<file path="src/rtl/io_pkg.sv">
// Shared definitions for the input-port block: port count, default data
// width and the port-id type used for processor selection.
package io_pkg;

  localparam int NPORTS        = 4;
  localparam int DEFAULT_WIDTH = 8;

  typedef logic [1:0] port_id_t;

  // One-hot mask with only the bit of the given port set.
  function automatic logic [NPORTS-1:0] port_onehot(input port_id_t id);
    return NPORTS'(1) << id;
  endfunction

endpackage

</file>
<file path="src/rtl/io_port_fifo.sv">
// Single-port input buffer: DEPTH x WIDTH circular FIFO with occupancy count.
// Pushes are ignored while full and pops are ignored while empty, so the
// caller may drive raw request strobes.
module io_port_fifo #(
  parameter int WIDTH = 8,
  parameter int DEPTH = 2
) (
  input  logic                         clk,
  input  logic                         reset,
  input  logic                         push,
  input  logic [WIDTH-1:0]             push_data,
  input  logic                         pop,
  output logic [WIDTH-1:0]             head_data,
  output logic [$clog2(DEPTH+1)-1:0]   count,
  output logic                         full,
  output logic                         empty
);

  localparam int AW = $clog2(DEPTH);
  localparam int CW = $clog2(DEPTH+1);

  logic [WIDTH-1:0] r_mem [DEPTH];
  logic [AW-1:0]    r_wr_ptr;
  logic [AW-1:0]    r_rd_ptr;
  logic [CW-1:0]    r_count;

  logic w_do_push;
  logic w_do_pop;

  assign full      = (r_count == CW'(DEPTH));
  assign empty     = (r_count == '0);
  assign count     = r_count;
  assign head_data = r_mem[r_rd_ptr];
  assign w_do_push = push && !full;
  assign w_do_pop  = pop && !empty;

  // Storage write on an accepted push.
  // NOTE: the data array has no reset; the pointers and count decide what is
  // valid, so stale contents are never observable and no reset fan-out is spent.
  always_ff @(posedge clk) begin
    if (w_do_push) begin
      r_mem[r_wr_ptr] <= push_data;
    end
  end

  // Pointer and occupancy tracking; pointers wrap naturally as DEPTH is a power of two.
  // NOTE: sequential state uses non-blocking assignments so every register
  // samples pre-edge values regardless of statement order.
  always_ff @(posedge clk or posedge reset) begin
    if (reset) begin
      r_wr_ptr <= '0;
      r_rd_ptr <= '0;
      r_count  <= '0;
    end else begin
      if (w_do_push) begin
        r_wr_ptr <= r_wr_ptr + AW'(1);
      end
      if (w_do_pop) begin
        r_rd_ptr <= r_rd_ptr + AW'(1);
      end
      case ({w_do_push, w_do_pop})
        2'b10:   r_count <= r_count + CW'(1);
        2'b01:   r_count <= r_count - CW'(1);
        default: r_count <= r_count;
      endcase
    end
  end

endmodule

</file>
<file path="src/rtl/io_input_ports.sv">
// Four peripheral input ports, each buffered by its own FIFO, read by the
// processor through a port-select mux. Reads of an empty port raise a sticky
// per-port underrun flag that the processor clears explicitly.
module io_input_ports
  import io_pkg::*;
#(
  parameter int WIDTH = DEFAULT_WIDTH,
  parameter int DEPTH = 2
) (
  input  logic              clk,
  input  logic              reset,
  input  logic [WIDTH-1:0]  ext_data0,
  input  logic [WIDTH-1:0]  ext_data1,
  input  logic [WIDTH-1:0]  ext_data2,
  input  logic [WIDTH-1:0]  ext_data3,
  input  logic [NPORTS-1:0] ext_valid,
  output logic [NPORTS-1:0] ext_ready,
  input  port_id_t          cpu_sel,
  input  logic              cpu_rd,
  output logic [WIDTH-1:0]  cpu_data,
  output logic              cpu_avail,
  input  logic              cpu_clr,
  output logic [NPORTS-1:0] underrun
);

  localparam int CW = $clog2(DEPTH+1);

  logic [WIDTH-1:0]  w_ext_data [NPORTS];
  logic [WIDTH-1:0]  w_head     [NPORTS];
  logic [CW-1:0]     w_count    [NPORTS];
  logic [NPORTS-1:0] w_full;
  logic [NPORTS-1:0] w_empty;
  logic [NPORTS-1:0] w_push;
  logic [NPORTS-1:0] w_pop;
  logic [NPORTS-1:0] w_underrun_set;
  logic [NPORTS-1:0] r_underrun;

  assign w_ext_data[0] = ext_data0;
  assign w_ext_data[1] = ext_data1;
  assign w_ext_data[2] = ext_data2;
  assign w_ext_data[3] = ext_data3;

  assign ext_ready = ~w_full;
  assign w_push    = ext_valid & ext_ready;
  assign w_pop     = (cpu_rd ? port_onehot(cpu_sel) : '0) & ~w_empty;

  for (genvar p = 0; p < NPORTS; p++) begin : g_port
    io_port_fifo #(
      .WIDTH (WIDTH),
      .DEPTH (DEPTH)
    ) u_fifo (
      .clk       (clk),
      .reset     (reset),
      .push      (w_push[p]),
      .push_data (w_ext_data[p]),
      .pop       (w_pop[p]),
      .head_data (w_head[p]),
      .count     (w_count[p]),
      .full      (w_full[p]),
      .empty     (w_empty[p])
    );
  end

  // Processor view of the selected port; an empty port reads as zero.
  assign cpu_avail = (w_count[cpu_sel] != '0);
  assign cpu_data  = w_empty[cpu_sel] ? '0 : w_head[cpu_sel];

  assign w_underrun_set = (cpu_rd && w_empty[cpu_sel]) ? port_onehot(cpu_sel) : '0;
  assign underrun       = r_underrun;

  // Sticky underrun flags: a new underrun in the same cycle as a clear survives.
  always_ff @(posedge clk or posedge reset) begin
    if (reset) begin
      r_underrun <= '0;
    end else begin
      r_underrun <= (cpu_clr ? '0 : r_underrun) | w_underrun_set;
    end
  end

endmodule

</file>
<file path="config.mk">
export PLATFORM = sky130hd
export DESIGN_NAME = io_input_ports
export DESIGN_NICKNAME = d
export VERILOG_FILES = /design/src/rtl/io_pkg.sv /design/src/rtl/io_port_fifo.sv /design/src/rtl/io_input_ports.sv
export SDC_FILE = /design/constraint.sdc
export NUM_CORES = 1
export LEC_CHECK = 0
export ABC_CLOCK_PERIOD_IN_PS = 1850
export CORE_AREA = 8 8 89 151
export CTS_CLUSTER_SIZE = 30
export DETAILED_ROUTE_END_ITERATION = 16
export DIE_AREA = 0 0 97 159
export SYNTH_ARGS = -nofsm -noshare
export SYNTH_HDL_FRONTEND = slang
export SYNTH_SLANG_ARGS = --single-unit
</file>
<file path="constraint.sdc">
create_clock -name clk -period 1.85 [get_ports clk]
set_input_delay 0.4625 -clock clk [delete_from_list [all_inputs] [get_ports clk]]
set_output_delay 0.4625 -clock clk [all_outputs]
set_load 0.05 [all_outputs]
</file>
Word level (Yosys, flattened, before mapping)
Memory sizes are Yosys's and may differ from the RTL's.
Index checks and enable logic that the tools add are counted.
{ "totals": {"word_cells": 104, "mem_bits_rw": 64, "inputBits": 42, "output_inout_bits": 17, "ff_bits": 20, "mem_count": 4} }
{ "memory_table": {"columns": ["memory", "words", "word_bits", "read_ports", "rd_clocked_by_memory_dff", "write_ports", "line", "source"], "rows": [
  ["g_port[0].u_fifo.r_mem", 2, 8, 1, 0, 1, "io_port_fifo.sv:22", "logic [WIDTH-1:0] r_mem [DEPTH];"],
  ["g_port[1].u_fifo.r_mem", 2, 8, 1, 0, 1, "io_port_fifo.sv:22", null],
  ["g_port[2].u_fifo.r_mem", 2, 8, 1, 0, 1, "io_port_fifo.sv:22", null],
  ["g_port[3].u_fifo.r_mem", 2, 8, 1, 0, 1, "io_port_fifo.sv:22", null]
]} }
{ "op_classes": {"n_lt_le_gt_ge": 2, "reduce_logical": 26, "muxes": 24, "bitwise": 6, "shift": 1, "n_addsub": 16, "eq_ne": 12} }
{ "ops": {"columns": ["cell", "count"], "rows": [
  ["two-way mux 8 bit", 3],
  ["binary-select mux 8 bit (select 2 bit)", 1],
  ["== test 2 bit, second input constant", 8],
  ["case mux 2 bit (2 select lines)", 4],
  ["two-way mux 4 bit", 3],
  ["nonzero test 2 bit", 5],
  ["logical AND 1 bit", 9],
  ["two-way mux 1 bit", 9],
  ["adder 1 bit, second input constant", 8],
  ["adder 2 x 1 -> 2 bit, second input constant", 4],
  ["AND 4 bit", 2],
  ["== test 2 x 1 -> 1 bit, second input constant", 4],
  ["zero test 1 bit", 8],
  ["zero test 2 bit", 4],
  ["NOT 4 bit", 2],
  ["subtractor 2 x 1 -> 2 bit, second input constant", 4],
  ["binary-select mux 2 bit (select 2 bit)", 1],
  ["two-way mux 2 bit", 2],
  ["OR 4 bit", 1],
  ["<< shifter 1 x 2 -> 4 bit, first input constant", 1],
  [">= comparator 3 bit, second input constant", 1],
  ["< comparator 2 x 3 -> 1 bit, second input constant", 1],
  ["NOT 2 -> 3 bit", 1],
  ["binary-select mux 1 bit (select 2 bit)", 1]
]} }

Depth between registers and ports, before layout
{ "depth": {"depth_word": 6, "ltp_mapped": 7, "depth_no_buf": 6} }

Cells and area by module
Synthesis repeated with hierarchy kept, for this count alone.
{ "unflattened": {"hier_cells": 231, "hier_area_um2": 3714.8} }
{ "by_module_without_submodules": {"columns": ["module", "instances", "area_each_um2", "cells_each"], "rows": [
  ["io_port_fifo", 4, 778.2, 44],
  ["io_input_ports", 1, 601.8, 55]
]} }

Worst setup path before layout
OpenSTA, ideal clock, no wires.
{ "synth_path": {"path_kind": "input -> output", "start": "in cpu_sel[0]", "end": "out cpu_data[0]", "arrival_ps": 1662, "n_path_buf": 2, "t_required_ps": 1387, "cell_stages": 5, "path_slack_ps": -274, "cell_sequence": "buf_2 -> or2_2 -> clkbuf_1 -> o22ai_1 -> o21a_1"} }
{ "synth_via": {"elab_chain_len": 5} }
{ "synth_lines": {"columns": ["element", "line", "source"], "rows": [
  ["start: declaration", "io_input_ports.sv:18", "input port_id_t cpu_sel,"],
  ["NOT 2 -> 3 bit (not written as such)", "io_input_ports.sv:66", "assign cpu_data = w_empty[cpu_sel] ? '0 : w_head[cpu_sel];"],
  ["binary-select mux 8 bit (select 2 bit)", "io_input_ports.sv:66", null],
  ["two-way mux 8 bit (not written as such) (2 in a row)", "io_input_ports.sv:66", null],
  ["two-way mux 8 bit (*)", "io_input_ports.sv:66", null],
  ["end: declaration", "io_input_ports.sv:20", "output logic [WIDTH-1:0] cpu_data,"]
]} }
Every way passes the cells marked *; elsewhere a longest branch is shown, timed or not. The select of a mux whose other input is x is not followed.

Final worst setup path
{ "layout_path": {"start": "reg g_port[3].u_fifo.r_count[1]", "end": "out cpu_data[2]"} }
{ "layout_via": {"elab_chain_len": 4} }
{ "layout_lines": {"columns": ["element", "line", "source"], "rows": [
  ["start: declaration", "io_port_fifo.sv:25", "logic [CW-1:0] r_count;"],
  ["start signal: assignment", "io_port_fifo.sv:62", "2'b10: r_count <= r_count + CW'(1);"],
  ["start signal: assignment", "io_port_fifo.sv:63", "2'b01: r_count <= r_count - CW'(1);"],
  ["start signal: assignment", "io_port_fifo.sv:64", "default: r_count <= r_count;"],
  ["zero test 2 bit", "io_port_fifo.sv:31", "assign empty = (r_count == '0);"],
  ["binary-select mux 1 bit (select 2 bit)", "io_input_ports.sv:66", null],
  ["two-way mux 1 bit (not written as such)", "io_input_ports.sv:66", null],
  ["two-way mux 8 bit", "io_input_ports.sv:66", null]
]} }
Every way passes these cells. The select of a mux whose other input is x is not followed.

==> results.md <==
- Status: finished, violations left
- Failing checks: setup timing
- Largest net degree at the start of global routing: 21
- Clk sinks: 84
- RePlAce Congestion: 0.738
- Worst skew pair latency: 330 ps
- WL/cell: 17.0 um
- Static Leak: 1.93 nW
- CTS clk-pin slew, worst paths: about 60 ps
- Critical path class: flop to output port
- First-pass DRT Iterations: 4
- RSZ-0062 raised after global routing: yes
- Synthesized flop and latch total: 84
- Area leader, netlist: edfxtp_1
- Crit Path Max Fanout: 5
- Clock skew: around 6.7 ps
- Unique masters post-synth: 26
- Final Max Slew Viols: 0
- Main area contributors after synthesis: edfxtp_1 56%, dfrtp_1 14%, mux2i_1 9.3%
- Element type at the critical path end: output port
- Most frequent cells in the layout: 64 x edfxtp_1, 39 x clkdlybuf4s50_1, 34 x buf_4
- GRT Resource Usage Total: roughly 10%
- Number of global-route vias before repair: 2273
- Core Region: 0.0114 sq mm
- Vert. Die Dim: 159 um
- Maximum clock rate: 421 MHz
- Crit-path cells: or2_4, mux4_2, o21a_4, buf_6
- Avg Vias per Cell: around 4.6
- Proportion of layout cells with a drive suffix above 1: 28.5%
- WP buf/inv: 1
- DIE AREA: 0.0154 sq mm
- Syn Nets: about 270
- CP max stage cell: mux4_2
- Die X: 97 um
- Final HPWL DP: roughly 6000 um
- Initial antenna violation count: 0
- First-pass GRT wire length: approximately 12000 um
- Setup slack after layout: -528 ps
- TritonCTS Buffers: 9
- Hold_ws: 463 ps
- Worst EP arrival: 1920 ps
- Post-synth EDFFs: 64
- Post-DP Area: 0.00452 sq mm
- Root buffer cell: clkbuf_16
- FILL cells: 1006
- Reg area: approximately 0.0024 sq mm
- Antenna fix cells: 0
- Worst-Margin Slew: 454 ps
- Post-Syn Instances: 225
- Crit path required time: 1390 ps
- Clock tree buffer depth: 2
- Final Hold Fails: 0
- Worst VDD drop: 1040 uV
- IO buf count: 58
- Area fraction of the dominant cell type after synthesis: 55.6%
- Setup violations, final: 9
- CTS tree: yes
- Slew margin rel.: 69.7%
- Post-Route WL: 7800 um
- Pwr/cell area: 1610 mW/mm^2
- Main synth FF type: edfxtp_1
- Synth Cell Area: about 0.0035 sq mm
- IO Pins: 59
- Commonest non-fill, non-tap cell in the layout: edfxtp_1
- Sequential share of the synthesized area: between 70% and 80%
- Gr ovfl total: 0
- Detail Route Antenna Nets: 0
- Worst min path class: input pin to asynchronous set/reset pin
- Final worst-path cycle share: 129%
- Ys Warns: 0
- Residual DRC count: 0
- Mapped Avg Cell Area: 15.4 sq um
- Multi-input logic area: 0.00111 sq mm
- NumNets Final: 365
- CP Launch Type: flop
- DR iter-0 viols: 120
- Tmin final: 2380 ps
- Crit-path leading delay family: multiplexers
- Vias: 2115
- Ys async rst share: roughly a quarter
- Htree depth: 3
- Final instance area: 0.00494 sq mm
- Total of max-cap violations: 0
- Site row count: 52
- # hold bufs at CTS: 0
- Synth-to-Final Area Change: 42.7%
- CP max stage delay: 610 ps
- Initial core utilization: 30.4%
-- tightest hold or removal path: stages --
cell and delay [ps]:
clkdlybuf4s50_1 390, inv_1 50, buf_4 270
-- routing by layer --
metal	track usage (%)	share of wire, %	up-vias
met3	2.13	3.6	10
li1	-	-	1027
met5	0	0	-
met4	5.56	2.2	0
met2	19.4	57	47
met1	9.64	37	1031
-- cells by family after synthesis --
logic type / synth area share [%]
compound gates: 5.46
mux: 9.91
xor+xnor: 5.07
flops: 70.0
simple gates: 6.08
buf+inv: 1.99
fa+ha+maj: 1.45
-- layout make-up --
cell class / instances / share of cell area, %
clock buffer: 9 / 4.56
timing repair buffer: 92 / 18.8
inverter: 5 / 0.380
multi-input combinational: 127 / 22.5
tap: 135 / 3.42
clock inverter: 6 / 1.32
sequential: 84 / 49.1
-- Yosys cell counts (5+ instances only) --
master,number
edfxtp_1,64
mux2i_1,32
dfrtp_1,20
o22ai_1,19
nor2_1,14
xnor2_1,12
o21a_1,8
xor2_1,8
nand2b_1,6
and3_1,5
clkbuf_1,5
inv_1,5
nand2_1,5
-- through the flow --
stage	setup slack [ps]	std cells	setup TNS, ps	total power, mW	util [%]
2_1_floorplan	-66.1	225	-529	4.83	-
3_3_place_gp	-725	440	-9750	5.99	39.7
3_5_place_dp	-742	440	-10060	6.03	39.7
4_1_cts	-544	457	-4470	8.04	43.3
5_1_grt	-564	458	-4720	8.34	43.4
6_report	-528	458	-4360	7.94	43.4
-- power by group --
part | leakage [nW] | total, mW | switching [mW] | internal (mW)
logic | 0.955 | 3.31 | 1.68 | 1.63
clock network | 0.142 | 1.72 | 0.683 | 1.04
registers | 0.835 | 2.91 | 0.297 | 2.61
-- sequential cells by signal (all words and copies together) (netlist names) --
signal / count
g_port.u_fifo.count: 8
g_port.u_fifo.r_mem: 64
g_port.u_fifo.r_rd_ptr: 4
g_port.u_fifo.r_wr_ptr: 4
underrun: 4
-- repair_timing --
item | in CTS | in global routing
resized for setup | 30 | 4
setup endpoints to repair | 11 | 10
pin swaps | 0 | 2
setup buffers | 1 | 1
cloned | 1 | 0
-- path summary, 6_finish.rpt --
kind / startpoint / to / depth (start not counted) / slack [ps]
max reg2reg: g_port[0].u_fifo.count[0] / g_port[0].u_fifo.count[1] / 6 / 180
min reg2reg: g_port[2].u_fifo.r_wr_ptr / g_port[2].u_fifo.r_wr_ptr / 1 / 490
min in group clk: g_port[2].u_fifo.r_wr_ptr / g_port[2].u_fifo.r_wr_ptr / 1 / 490
max in group asynchronous: reset / g_port[0].u_fifo.r_rd_ptr / 3 / 1140
min: reset / g_port[2].u_fifo.r_wr_ptr / 3 / 460
max: g_port[3].u_fifo.count[1] / cpu_data[2] / 4 / -530
(Power assumes the default switching activity.)
